[config.mk]
export PLATFORM = sky130hd
export DESIGN_NAME = pulse_stretcher_flat
export DESIGN_NICKNAME = d
export VERILOG_FILES = /design/src/rtl/pulse_stretcher_pkg.sv /design/src/rtl/pulse_stretcher_if.sv /design/src/rtl/stretch_channel.sv /design/src/rtl/pulse_stretcher.sv /design/src/flat_wrapper.sv
export SDC_FILE = /design/constraint.sdc
export NUM_CORES = 1
export LEC_CHECK = 0
export CORE_MARGIN = 3
export CORE_UTILIZATION = 55
export DETAILED_ROUTE_END_ITERATION = 10
export PLACE_DENSITY = 0.8
export SYNTH_ARGS = -nofsm -noshare
export SYNTH_HDL_FRONTEND = slang
export SYNTH_SLANG_ARGS = --single-unit
[constraint.sdc]
create_clock -name clk -period 10.5 [get_ports clk]
set_clock_uncertainty 0.2 [all_clocks]
set_input_delay 3.15 -clock clk [delete_from_list [all_inputs] [get_ports clk]]
set_output_delay 3.15 -clock clk [all_outputs]
set_load 0.05 [all_outputs]
[src/rtl/pulse_stretcher_pkg.sv]
// Shared state encoding and default sizing for the pulse stretcher.
package pulse_stretcher_pkg;

  typedef enum logic [1:0] {
    IDLE = 2'd0,
    HOLD = 2'd1,
    GAP  = 2'd2
  } state_e;

  localparam int DEF_N_CH        = 4;
  localparam int DEF_COUNT_MAX   = 2**16 - 1;
  localparam int DEF_COUNT_WIDTH = 16;
  localparam int DEF_GAP_MAX     = 2**12 - 1;

endpackage

[src/rtl/pulse_stretcher_if.sv]
// Event strobes in, stretched pulses and status out; one bit per channel.
interface pulse_stretcher_if #(
  parameter int N_CH = pulse_stretcher_pkg::DEF_N_CH
);
  logic [N_CH-1:0] din;
  logic [N_CH-1:0] dout;
  logic [N_CH-1:0] busy;
  logic [N_CH-1:0] overrun;

  modport master (output din, input dout, busy, overrun);
  modport slave  (input din, output dout, busy, overrun);
endinterface

[src/rtl/stretch_channel.sv]
// One pulse-stretcher channel: IDLE -> HOLD (COUNT_MAX+1 high) -> GAP (GAP_MAX+1 low).
// PULSE_RETRIGGER_EN: an event during HOLD restarts the high time instead of being dropped.
module stretch_channel
  import pulse_stretcher_pkg::*;
#(
  parameter int COUNT_MAX   = DEF_COUNT_MAX,
  parameter int COUNT_WIDTH = DEF_COUNT_WIDTH,
  parameter int GAP_MAX     = DEF_GAP_MAX
) (
  input  logic clk,
  input  logic rst,
  input  logic din_i,
  output logic dout_o,
  output logic busy_o,
  output logic overrun_o
);

  localparam logic [COUNT_WIDTH-1:0] CMAX = COUNT_WIDTH'(COUNT_MAX);
  localparam logic [COUNT_WIDTH-1:0] GMAX = COUNT_WIDTH'(GAP_MAX);
  localparam logic [COUNT_WIDTH-1:0] ONE  = COUNT_WIDTH'(1);

  state_e                 state_q, state_d;
  logic [COUNT_WIDTH-1:0] cnt_q, cnt_d;
  logic                   pend_q, pend_d;
  logic                   din_q;
  logic                   dout_q, dout_d;
  logic                   busy_q, busy_d;
  logic                   ovr_q, ovr_d;
  logic                   ev, drop;

  assign ev = din_i & ~din_q;

  always_ff @(posedge clk or posedge rst) begin
    if (rst) begin
      state_q <= IDLE;
      cnt_q   <= '0;
      pend_q  <= 1'b0;
      din_q   <= 1'b0;
      dout_q  <= 1'b0;
      busy_q  <= 1'b0;
      ovr_q   <= 1'b0;
    end else begin
      state_q <= state_d;
      cnt_q   <= cnt_d;
      pend_q  <= pend_d;
      din_q   <= din_i;
      dout_q  <= dout_d;
      busy_q  <= busy_d;
      ovr_q   <= ovr_d;
    end
  end

  always_comb begin
    state_d = state_q;
    cnt_d   = cnt_q;
    pend_d  = pend_q;
    drop    = 1'b0;
    case (state_q)
      IDLE: begin
        cnt_d = '0;
        if (ev) state_d = HOLD;
      end
      HOLD: begin
`ifdef PULSE_RETRIGGER_EN
        if (ev) begin
          cnt_d = '0;
        end else if (cnt_q == CMAX) begin
          state_d = GAP;
          cnt_d   = '0;
        end else begin
          cnt_d = cnt_q + ONE;
        end
`else
        drop = ev;
        if (cnt_q == CMAX) begin
          state_d = GAP;
          cnt_d   = '0;
        end else begin
          cnt_d = cnt_q + ONE;
        end
`endif
      end
      GAP: begin
        if (cnt_q == GMAX) begin
          // An event landing on the expiry cycle counts as the pending one.
          cnt_d   = '0;
          pend_d  = 1'b0;
          state_d = (pend_q || ev) ? HOLD : IDLE;
          drop    = ev && pend_q;
        end else begin
          cnt_d = cnt_q + ONE;
          if (ev) begin
            if (pend_q) drop   = 1'b1;
            else        pend_d = 1'b1;
          end
        end
      end
      default: begin
        state_d = IDLE;
        cnt_d   = '0;
        pend_d  = 1'b0;
      end
    endcase
  end

  always_comb begin
    dout_d = (state_d == HOLD);
    busy_d = (state_d != IDLE);
    ovr_d  = drop;
  end

  assign dout_o    = dout_q;
  assign busy_o    = busy_q;
  assign overrun_o = ovr_q;

endmodule

[src/rtl/pulse_stretcher.sv]
// N_CH independent pulse stretchers; set PULSE_RETRIGGER_EN to let events in HOLD extend the pulse.
module pulse_stretcher
  import pulse_stretcher_pkg::*;
#(
  parameter int N_CH        = DEF_N_CH,
  parameter int COUNT_MAX   = DEF_COUNT_MAX,
  parameter int COUNT_WIDTH = DEF_COUNT_WIDTH,
  parameter int GAP_MAX     = DEF_GAP_MAX
) (
  input  logic             clk,
  input  logic             rst,
  pulse_stretcher_if.slave bus
);

  logic [N_CH-1:0] dout_w, busy_w, ovr_w;

  for (genvar g = 0; g < N_CH; g++) begin : g_ch
    stretch_channel #(
      .COUNT_MAX  (COUNT_MAX),
      .COUNT_WIDTH(COUNT_WIDTH),
      .GAP_MAX    (GAP_MAX)
    ) u_ch (
      .clk      (clk),
      .rst      (rst),
      .din_i    (bus.din[g]),
      .dout_o   (dout_w[g]),
      .busy_o   (busy_w[g]),
      .overrun_o(ovr_w[g])
    );
  end

  assign bus.dout    = dout_w;
  assign bus.busy    = busy_w;
  assign bus.overrun = ovr_w;

endmodule

[src/flat_wrapper.sv]
// flat-port wrapper written by rule: the top's interface ports become plain ports
module pulse_stretcher_flat import pulse_stretcher_pkg::*;
#(
  parameter int N_CH        = DEF_N_CH,
  parameter int COUNT_MAX   = DEF_COUNT_MAX,
  parameter int COUNT_WIDTH = DEF_COUNT_WIDTH,
  parameter int GAP_MAX     = DEF_GAP_MAX
)
  (clk, rst, bus_din, bus_dout, bus_busy, bus_overrun);
  pulse_stretcher_if #(.N_CH(N_CH)) bus_i ();
  input  logic clk;
  input  logic rst;
  input wire logic [$bits(bus_i.din)-1:0] bus_din;
  output wire logic [$bits(bus_i.dout)-1:0] bus_dout;
  output wire logic [$bits(bus_i.busy)-1:0] bus_busy;
  output wire logic [$bits(bus_i.overrun)-1:0] bus_overrun;
  assign bus_i.din = bus_din;
  assign bus_dout = bus_i.dout;
  assign bus_busy = bus_i.busy;
  assign bus_overrun = bus_i.overrun;
  pulse_stretcher #(.N_CH(N_CH), .COUNT_MAX(COUNT_MAX), .COUNT_WIDTH(COUNT_WIDTH), .GAP_MAX(GAP_MAX)) u_core (.clk(clk), .rst(rst), .bus(bus_i));
endmodule
==> run summary, run 1 <==
### GRT
* **via count of the first global-routing pass** 3185
* **Remaining Overflow, GRT** 0
* **number of antenna violations at the first check in global routing** 0
* **first-pass GRT wire length** 13600 um
* **pin count of the biggest net entering global routing** 64
* **GRT Total Usage** 16.7%

### Timing
* **number of pins with negative max-slew slack in the final report** 0
* **worst max-slew margin expressed relative to the limit** 50.3%
* **Post-Route Hold Slack** 0.281 ns
* **setup TNS** 0 ns
* **Hold Violations, Final** 0
* **portion of the clock cycle consumed by the worst path in the final layout** 46.3%
* **endpoints failing setup** 0
* **measured slew at the worst slew-check pin** 0.745 ns
* **Max Fclk** 206 MHz
* **setup repair after global routing missed its margin** no
* **minimum clock period** 4.86 ns

### Drt
* **DR pass1 iterations** 4
* **routed vias/inst** 5.38
* **Detailed Route WL** 7530 um
* **drt drc** 0
* **total via count in the routed design** 3215
* **post-route antenna net violation count** 0
* **average wire length per cell after detail routing** 12.6 um
* **violation count after the first detailed-routing iteration** 112

### Placed design
* **gp weighted congestion** 0.824
* **number of cells in the design after placement** 582
* **number of input and output port buffers inserted** 17
* **HPWL reported at the end of detailed placement** 5240 um

### Logic synthesis
* **number of warnings reported in the yosys synthesis log** 0
* **Synth Net Count** 503
* **top cell types by occurrence after synthesis** nor2_1, dfrtp_1, xnor2_1, inv_1
* **part of the Yosys area used for sequential elements** 48.4%
* **number of synthesized flops with an enable pin** 0
* **share of Yosys cell area claimed by the top area cell type** 48.4%
* **Synth Register Bits** 92
* **Netlist Area Pre-Place** 4760 um^2
* **proportion of register bits with asynchronous set or reset after synthesis** 100%
* **cell count after synthesis** 477
* **ys flop type** dfrtp_1
* **main area contributors after synthesis** dfrtp_1, nor2_1, xnor2_1
* **Avg Synthesized Cell Area** 9.97 um^2
* **number of unique standard cell types used by synthesis** 52
* **Synth area leader** dfrtp_1
* **top-count cell post-synth** nor2_1

### Setup path
* **top fanout value on the critical path** 1
* **startpoint of the worst setup timing path** u_core.g_ch[0].u_ch.busy_o
* **required time of the worst setup path** 7.15 ns
* **cell family with the largest share of critical-path delay** buffers and inverters
* **startpoint of the worst-slack reg-to-reg timing path** u_core.g_ch[2].u_ch.cnt_q[0]
* **arrival time of the worst setup path** 1.51 ns
* **Crit. End Element** output pin
* **startpoint kind of the worst setup timing path** flip-flop
* **Bufs and invs on worst path** 1
* **master of the slowest instance on the critical path** clkdlybuf4s50_1
* **highest cell delay on the worst timing path** 0.81 ns
* **critical-path cell list** clkdlybuf4s50_1
* **Worst Path Class, Setup** flip-flop to output pin

### CTS
* **number of buffers created by CTS** 9
* **clock net sink count** 92
* **insertion delay to the later sink of the worst-skew pair** 0.36 ns
* **buffers inserted during post-CTS setup optimization** 0
* **number of instances resized during post-cts repair** 0
* **number of hold buffers added after cts** 0
* **buffer type at the clock tree root** clkbuf_8
* **Clock Pin Slew Worst Setup and Hold Paths** 0.09 ns
* **clock tree from TritonCTS** done
* **CTS H-tree depth** 3
* **number of buffers on the longest clock path** 2

### Floorplan
* **I/O pins** 18
* **Die W** 99.0 um
* **Die Outline Area** 9800 um^2
* **Starting Density** 57.3%
* **core footprint** 8300 um^2
* **number of placement rows** 33
* **DIE HEIGHT** 99.0 um

### Power
* **relative contribution of combinational cells to total power** 11.0%
* **clock share of power** 35.3%
* **power spent charging and discharging nets** 0.000180 W
* **pwr dens** 135 nW/um^2
* **largest voltage drop on the vdd net** 0.0767 mV
* **Leak** 2.26 nW
* **Sequential Power Share** 53.7%
* **Switching Fraction** 26.0%
* **cell-internal power** 0.000513 W

### Layout
* **share of layout cells above drive strength 1** 8.72%
* **area overhead of the layout relative to synthesis** 7.84%
* **final non-filler cell total** 598
* **diode count** 0
* **Final Net Count** 514

### Run
* **max-capacitance violation count** 0

### Outcome
* **result of the run** complete, no violations

### Worst hold path
* **min-delay src** u_core.g_ch[3].u_ch.cnt_q[0]
* **worst hold path type** flip-flop to flip-flop

cell usage in the layout, fill, tap and decap left out, types with 3 or more instances in the layout:
| cell type | count |
|---|---|
| nor4_1 | 6 |
| nand2_1 | 24 |
| nor2b_1 | 6 |
| nor3_1 | 4 |
| ha_1 | 20 |
| clkdlybuf4s50_1 | 17 |
| and4_1 | 3 |
| and3_1 | 5 |
| nor2_1 | 102 |
| xor2_1 | 23 |
| nand2b_1 | 5 |
| nand4_1 | 17 |
| clkbuf_8 | 11 |
| dfrtp_1 | 92 |
| a21oi_1 | 24 |
| inv_1 | 24 |
| o21ai_0 | 8 |
| nand3_1 | 21 |
| or4_4 | 4 |
| xnor2_1 | 33 |
power groups by stage:
| stage | logic (W) | registers (W) | clock network [W] |
|---|---|---|---|
| CTS | 0.0000777 | 0.000372 | 0.000251 |
| global route | 0.0000856 | 0.000374 | 0.000265 |
| detailed placement | 0.0000773 | 0.000379 | 0 |
| floorplan | 0.0000665 | 0.000377 | 0 |
| finish | 0.0000764 | 0.000372 | 0.000245 |
| global placement | 0.0000760 | 0.000379 | 0 |
flip-flops by register name, indices dropped and copies added, names as in the netlist:
register / cells
u_core.g_ch.u_ch.cnt_q: 64
u_core.g_ch.u_ch.overrun_o: 4
u_core.g_ch.u_ch.dout_o: 4
u_core.g_ch.u_ch.din_q: 4
u_core.g_ch.u_ch.pend_q: 4
u_core.g_ch.u_ch.busy_o: 4
u_core.g_ch.u_ch.state_q: 8
final cells by class:
type                    count  area [um^2]
fillers                   673         3170
flip-flops and latches     92         2300
multi-input cells         342         2210
repair buffers             18          178
clock buffers              11          151
well taps                 105          131
inverters                  25         95.1
clock inverters             5         58.8
kinds of logic after synthesis:
| group | synth area share [%] |
|---|---|
| simple gates | 22.4 |
| flops | 48.4 |
| xor+xnor | 10.3 |
| compound gates | 8.13 |
| buf+inv | 5.08 |
| fa+ha+maj | 5.26 |
| mux | 0.447 |
worst paths after layout:
check                                            endpoint  slack [ns]  cells past startpoint
max                                           bus_busy[0]        5.64                      1
min                          u_core.g_ch[3].u_ch.cnt_q[0]        0.28                      1
max reg2reg                 u_core.g_ch[2].u_ch.cnt_q[12]        8.18                      6
min reg2reg                  u_core.g_ch[3].u_ch.cnt_q[0]        0.28                      1
max in group asynchronous  u_core.g_ch[3].u_ch.state_q[0]        6.08                      3
min in group asynchronous      u_core.g_ch[0].u_ch.dout_o        2.91                      2
stage by stage:
step	instance area [um^2]	worst slack, ns	power [W]	utilization [%]
floorplan	4760	4.76	0.000444	-
global placement	4920	5.59	0.000455	59.3
detailed placement	4920	5.58	0.000456	59.3
CTS	5130	5.62	0.000701	61.8
global route	5130	5.60	0.000725	61.8
finish	5130	5.64	0.000693	61.8
worst register-to-register path, stage by stage (launching register included):
cell and delay (ns):
dfrtp_1 0.39, ha_1 0.19, nand3_1 0.28, o41ai_4 0.51
o21ai_2 0.10, nand2_1 0.40, nor2_1 0.12
routing by layer:
| layer | global-route usage [%] | share of wire (%) | vias to the layer above | routed length [um] |
|---|---|---|---|---|
| li1 | - | - | 1615 | - |
| met1 | 20.8 | 46 | 1545 | 3470 |
| met2 | 28.5 | 49 | 46 | 3690 |
| met3 | 5.24 | 4.0 | 9 | 298 |
| met4 | 4.10 | 0.96 | 0 | 72 |
| met5 | 0 | 0 | - | 0 |
Note: power is estimated with default switching activity, not from simulation.
==> inputs of run 2 (changes only) <==
==> constraint.sdc (replaced) <==
create_clock -name clk -period 5 [get_ports clk]
set_clock_uncertainty 0.2 [all_clocks]
set_input_delay 1.5 -clock clk [delete_from_list [all_inputs] [get_ports clk]]
set_output_delay 1.5 -clock clk [all_outputs]
set_load 0.05 [all_outputs]
==> run 2 against run 1 <==
  * Power is 110% higher
  * Sequential share of layout area is 0.11 points lower
  * Global-route usage is 0.46 points higher
  * Sequential power is 110% higher
  * Sequential cell count stayed put
  * Critical endpoint is now bus_dout[0]
==> run summary, run 2 (synthesis results as in run 1) <==
### Setup path
* **startpoint of the worst-slack reg-to-reg timing path** u_core.g_ch[2].u_ch.cnt_q[0], unchanged
* **critical-path cell list** clkdlybuf4s50_1, unchanged
* **Bufs and invs on worst path** 1, unchanged
* **cell family with the largest share of critical-path delay** buffers and inverters, unchanged
* **highest cell delay on the worst timing path** 0.80 ns, was 0.81 ns
* **Worst Path Class, Setup** flip-flop to output pin, unchanged
* **startpoint of the worst setup timing path** u_core.g_ch[0].u_ch.dout_o, was u_core.g_ch[0].u_ch.busy_o
* **top fanout value on the critical path** 1, unchanged
* **Crit. End Element** output pin, unchanged
* **required time of the worst setup path** 3.30 ns, was 7.15 ns
* **master of the slowest instance on the critical path** clkdlybuf4s50_1, unchanged
* **arrival time of the worst setup path** 1.50 ns, was 1.51 ns
* **startpoint kind of the worst setup timing path** flip-flop, unchanged

### CTS
* **Clock Pin Slew Worst Setup and Hold Paths** 0.10 ns, was 0.09 ns
* **buffer type at the clock tree root** clkbuf_8, unchanged
* **number of instances resized during post-cts repair** 0, unchanged
* **clock tree from TritonCTS** done, unchanged
* **buffers inserted during post-CTS setup optimization** 0, unchanged
* **CTS H-tree depth** 3, unchanged
* **number of hold buffers added after cts** 0, unchanged
* **clock net sink count** 92, unchanged
* **number of buffers on the longest clock path** 2, unchanged
* **number of buffers created by CTS** 9, unchanged
* **insertion delay to the later sink of the worst-skew pair** 0.36 ns, about the same

### Placed design
* **number of input and output port buffers inserted** 17, unchanged
* **number of cells in the design after placement** 583, was 582
* **HPWL reported at the end of detailed placement** 5320 um, was 5240 um
* **gp weighted congestion** 0.831, was 0.824

### Drt
* **post-route antenna net violation count** 0, unchanged
* **violation count after the first detailed-routing iteration** 127, was 112
* **Detailed Route WL** 7580 um, was 7530 um
* **DR pass1 iterations** 4, unchanged
* **drt drc** 0, unchanged
* **average wire length per cell after detail routing** 12.7 um, was 12.6 um
* **routed vias/inst** 5.33, was 5.38
* **total via count in the routed design** 3194, was 3215

### Timing
* **worst max-slew margin expressed relative to the limit** 55.0%, was 50.3%
* **minimum clock period** 3.20 ns
* **number of pins with negative max-slew slack in the final report** 0, unchanged
* **setup TNS** 0 ns, unchanged
* **Max Fclk** 313 MHz
* **Hold Violations, Final** 0, unchanged
* **Post-Route Hold Slack** 0.295 ns, was 0.281 ns
* **endpoints failing setup** 0, unchanged
* **portion of the clock cycle consumed by the worst path in the final layout** 64.0%
* **measured slew at the worst slew-check pin** 0.674 ns, was 0.745 ns
* **setup repair after global routing missed its margin** no, unchanged

### GRT
* **first-pass GRT wire length** 14100 um, was 13600 um
* **via count of the first global-routing pass** 3254, was 3185
* **pin count of the biggest net entering global routing** 42, was 64
* **number of antenna violations at the first check in global routing** 0, unchanged
* **Remaining Overflow, GRT** 0, unchanged
* **GRT Total Usage** 17.2%, was 16.7%

### Power
* **largest voltage drop on the vdd net** 0.200 mV, was 0.0767 mV
* **Leak** 2.27 nW, was 2.26 nW
* **pwr dens** 287 nW/um^2, was 135 nW/um^2
* **power after layout** 0.00147 W, was 0.000693 W

### Layout
* **register ranked first by flip-flop count** u_core.g_ch.u_ch.cnt_q, unchanged
* **Final Net Count** 515, was 514
* **area overhead of the layout relative to synthesis** 8.10%, was 7.84%
* **diode count** 0, unchanged
* **most common library cell in the layout ignoring fill and taps** nor2_1, unchanged
* **leading cell types in the layout, fill and taps excluded** nor2_1, dfrtp_1, xnor2_1, unchanged
* **number of flip-flops in the largest register** 64, unchanged
* **share of layout cells above drive strength 1** 8.91%, was 8.72%
* **Reg area** 2300 um^2, unchanged
* **fillcell total** 679, was 673
* **combined area of the multi-input logic cells** 2210 um^2, unchanged
* **biggest regs** u_core.g_ch.u_ch.cnt_q: 64 flops, u_core.g_ch.u_ch.state_q: 8 flops, unchanged
* **final non-filler cell total** 599, was 598

### Floorplan
* **Die W** 99.0 um, unchanged
* **I/O pins** 18, unchanged
* **DIE HEIGHT** 99.0 um, unchanged
* **core footprint** 8300 um^2, unchanged
* **number of placement rows** 33, unchanged
* **Starting Density** 57.3%, unchanged
* **Die Outline Area** 9800 um^2, unchanged

### Run
* **max-capacitance violation count** 0, unchanged

### Worst hold path
* **min-delay src** u_core.g_ch[0].u_ch.cnt_q[0], was u_core.g_ch[3].u_ch.cnt_q[0]
* **worst hold path type** flip-flop to flip-flop, unchanged

### Outcome
* **result of the run** complete, no violations, unchanged

-- run 2: changes by cell type in the layout (fill, tap and decap cells not counted), sizes merged --
cell / change
clkinvlp: -1
clkinv: -1
inv: +2
buf: +1
-- run 2: area by class of cell --
| type | count | area share [%] |
|---|---|---|
| sequential | 92 | 44.8 |
| multi-input combinational | 342 | 43.0 |
| timing repair buffer | 19 | 3.60 |
| clock buffer | 11 | 2.94 |
| tap | 105 | 2.56 |
| inverter | 25 | 1.85 |
| clock inverter | 5 | 1.24 |
-- run 2: final timing paths --
kind,depth (start not counted),to,slack [ns]
max,1,bus_dout[0],1.80
min,1,u_core.g_ch[0].u_ch.cnt_q[0],0.30
max reg2reg,6,u_core.g_ch[2].u_ch.cnt_q[13],2.66
min reg2reg,1,u_core.g_ch[0].u_ch.cnt_q[0],0.30
max in group asynchronous,3,u_core.g_ch[2].u_ch.cnt_q[0],2.43
min in group asynchronous,2,u_core.g_ch[0].u_ch.dout_o,1.33
-- run 2: metrics by stage --
stage                     worst slack (ns)  utilization (%)  cell area [um^2]
after floorplan                      0.908                -              4760
after global placement                1.85             59.4              4930
final                                 1.80             61.9              5140
after CTS                             1.78             61.9              5140
after global routing                  1.74             61.9              5140
after detailed placement              1.72             59.4              4930
-- run 2: metal layers --
| metal | wire [um] | part of all wire [%] | vias up | GRT usage (%) |
|---|---|---|---|---|
| met5 | 0 | 0 | - | 0 |
| met4 | 72 | 0.95 | 0 | 4.52 |
| met3 | 234 | 3.1 | 8 | 4.74 |
| met2 | 3790 | 50 | 37 | 28.6 |
| met1 | 3480 | 46 | 1537 | 22.2 |
| li1 | - | - | 1612 | - |
-- run 2: power breakdown --
group          internal, W  switching [W]  leakage (nW)
sequential        0.000766      0.0000144          1.18
clock             0.000264       0.000266         0.107
combinational    0.0000518       0.000111         0.991
==> inputs of run 3 (changes only) <==
==> constraint.sdc (replaced) <==
create_clock -name clk -period 3 [get_ports clk]
set_clock_uncertainty 0.2 [all_clocks]
set_input_delay 0.9 -clock clk [delete_from_list [all_inputs] [get_ports clk]]
set_output_delay 0.9 -clock clk [all_outputs]
set_load 0.05 [all_outputs]
==> run 3 against run 2 <==
  * Hold slack worse by 0.0045 ns
  * Clock-buffer cell count is 1 higher
  * Die area stayed put
  * Clock power is 68% higher
  * Via count is 2.5% higher
  * Non-clock buffer count stayed put
  * Sequential cell count stayed put
  * Highest routed layer unchanged
==> run summary, run 3 (synthesis results as in run 1) <==
### Outcome
* **result of the run** complete, no violations, unchanged

### Placed design
* **gp weighted congestion** 0.826, was 0.831
* **Worst Setup Slack post-DPL** 0.345 ns, was 1.72 ns
* **HPWL reported at the end of detailed placement** 5510 um, was 5320 um
* **number of input and output port buffers inserted** 17, unchanged

### GRT
* **Remaining Overflow, GRT** 0, unchanged
* **first-pass GRT wire length** 14100 um, about the same
* **via count of the first global-routing pass** 3259, was 3254
* **number of antenna violations at the first check in global routing** 0, unchanged
* **pin count of the biggest net entering global routing** 36, was 42
* **GRT Total Usage** 17.5%, was 17.2%

### Floorplan
* **I/O pins** 18, unchanged
* **number of placement rows** 33, unchanged
* **core footprint** 8300 um^2, unchanged
* **Die Outline Area** 9800 um^2, unchanged
* **Die W** 99.0 um, unchanged
* **DIE HEIGHT** 99.0 um, unchanged
* **Starting Density** 57.3%, unchanged

### Layout
* **combined area of the multi-input logic cells** 2210 um^2, unchanged
* **number of flip-flops in the largest register** 64, unchanged
* **share of layout cells above drive strength 1** 8.30%, was 8.91%
* **Final Net Count** 515, unchanged
* **register ranked first by flip-flop count** u_core.g_ch.u_ch.cnt_q, unchanged
* **most common library cell in the layout ignoring fill and taps** nor2_1, unchanged
* **diode count** 0, unchanged
* **biggest regs** u_core.g_ch.u_ch.cnt_q: 64 flops, u_core.g_ch.u_ch.state_q: 8 flops, unchanged
* **Reg area** 2300 um^2, unchanged
* **fillcell total** 670, was 679
* **area overhead of the layout relative to synthesis** 8.55%, was 8.10%
* **leading cell types in the layout, fill and taps excluded** nor2_1, dfrtp_1, xnor2_1, unchanged

### CTS
* **clock net sink count** 92, unchanged
* **buffers inserted during post-CTS setup optimization** 0, unchanged
* **number of hold buffers added after cts** 0, unchanged
* **Clock Pin Slew Worst Setup and Hold Paths** 0.09 ns, was 0.10 ns
* **number of buffers created by CTS** 9, unchanged
* **number of buffers on the longest clock path** 2, unchanged
* **insertion delay to the later sink of the worst-skew pair** 0.36 ns, about the same
* **buffer type at the clock tree root** clkbuf_8, unchanged
* **CTS H-tree depth** 3, unchanged
* **number of instances resized during post-cts repair** 0, unchanged
* **clock tree from TritonCTS** done, unchanged

### Power
* **Leak** 2.28 nW, was 2.27 nW
* **pwr dens** 477 nW/um^2, was 287 nW/um^2
* **power after layout** 0.00246 W, was 0.00147 W
* **largest voltage drop on the vdd net** 0.292 mV, was 0.200 mV

### Setup path
* **Stages on worst setup path** 1, unchanged
* **highest cell delay on the worst timing path** 0.80 ns, about the same
* **cell family with the largest share of critical-path delay** buffers and inverters, unchanged
* **master of the slowest instance on the critical path** clkdlybuf4s50_1, unchanged
* **critical-path cell list** clkdlybuf4s50_1, unchanged
* **required time of the worst setup path** 1.90 ns, was 3.30 ns
* **top fanout value on the critical path** 1, unchanged
* **startpoint kind of the worst setup timing path** flip-flop, unchanged
* **Register-to-Register Path Depth** 6, unchanged
* **Crit. End Element** output pin, unchanged
* **arrival time of the worst setup path** 1.49 ns, was 1.50 ns
* **Worst Path Class, Setup** flip-flop to output pin, unchanged
* **Bufs and invs on worst path** 1, unchanged

### Run
* **max-capacitance violation count** 0, unchanged

### Timing
* **endpoints failing setup** 0, unchanged
* **Max Fclk** 386 MHz
* **portion of the clock cycle consumed by the worst path in the final layout** 86.3%
* **number of pins with negative max-slew slack in the final report** 0, unchanged
* **setup repair after global routing missed its margin** no, unchanged
* **Post-Route Hold Slack** 0.291 ns, was 0.295 ns
* **setup TNS** 0 ns, unchanged
* **Worst Slack Setup Final** 0.412 ns, was 1.80 ns
* **measured slew at the worst slew-check pin** 0.594 ns, was 0.674 ns
* **minimum clock period** 2.59 ns
* **Hold Violations, Final** 0, unchanged
* **worst max-slew margin expressed relative to the limit** 60.3%, was 55.0%

### Worst hold path
* **worst hold path type** flip-flop to flip-flop, unchanged
* **worst hold path stage count** 1, unchanged

### Drt
* **routed vias/inst** 5.47, was 5.33
* **average wire length per cell after detail routing** 13.2 um, was 12.7 um
* **post-route antenna net violation count** 0, unchanged
* **DR pass1 iterations** 4, unchanged
* **total via count in the routed design** 3275, was 3194
* **Detailed Route WL** 7930 um, was 7580 um
* **drt drc** 0, unchanged
* **violation count after the first detailed-routing iteration** 108, was 127

[run 3: worst paths after layout]
kind,startpoint,to,slack [ns]
min in group asynchronous,rst,u_core.g_ch[0].u_ch.state_q[1],0.75
setup / recovery,u_core.g_ch[0].u_ch.busy_o,bus_busy[0],0.41
hold reg to reg,u_core.g_ch[1].u_ch.cnt_q[0],u_core.g_ch[1].u_ch.cnt_q[0],0.29
max in group asynchronous,rst,u_core.g_ch[0].u_ch.cnt_q[10],1.28
setup reg to reg,u_core.g_ch[2].u_ch.cnt_q[0],u_core.g_ch[2].u_ch.cnt_q[4],0.68
hold / removal,u_core.g_ch[1].u_ch.cnt_q[0],u_core.g_ch[1].u_ch.cnt_q[0],0.29
[run 3: metal layers]
metal | vias to the layer above | global-route usage (%) | share of wire [%]
met5 | - | 0 | 0
met4 | 0 | 4.52 | 1.0
met3 | 6 | 5.31 | 3.4
met2 | 48 | 29.9 | 49
met1 | 1602 | 21.5 | 47
li1 | 1619 | - | -
[run 3: area by class of cell]
class | instances | area share (%)
sequential | 92 | 44.6
multi-input combinational | 342 | 42.9
timing repair buffer | 19 | 4.07
clock buffer | 12 | 2.62
tap | 105 | 2.54
inverter | 25 | 1.89
clock inverter | 4 | 1.43
[run 3: stage by stage]
stage                     cells  utilization [%]  area, um^2
after floorplan             477                -        4760
after global placement      583             59.7        4950
after detailed placement    583             59.7        4950
after CTS                   599             62.2        5160
after global routing        599             62.2        5160
final                       599             62.2        5160
[run 3: report_power, final]
part | leakage, nW | internal, W | switching, W
Clock | 0.105 | 0.000471 | 0.000417
Sequential | 1.18 | 0.00128 | 0.0000235
Combinational | 0.997 | 0.0000897 | 0.000186
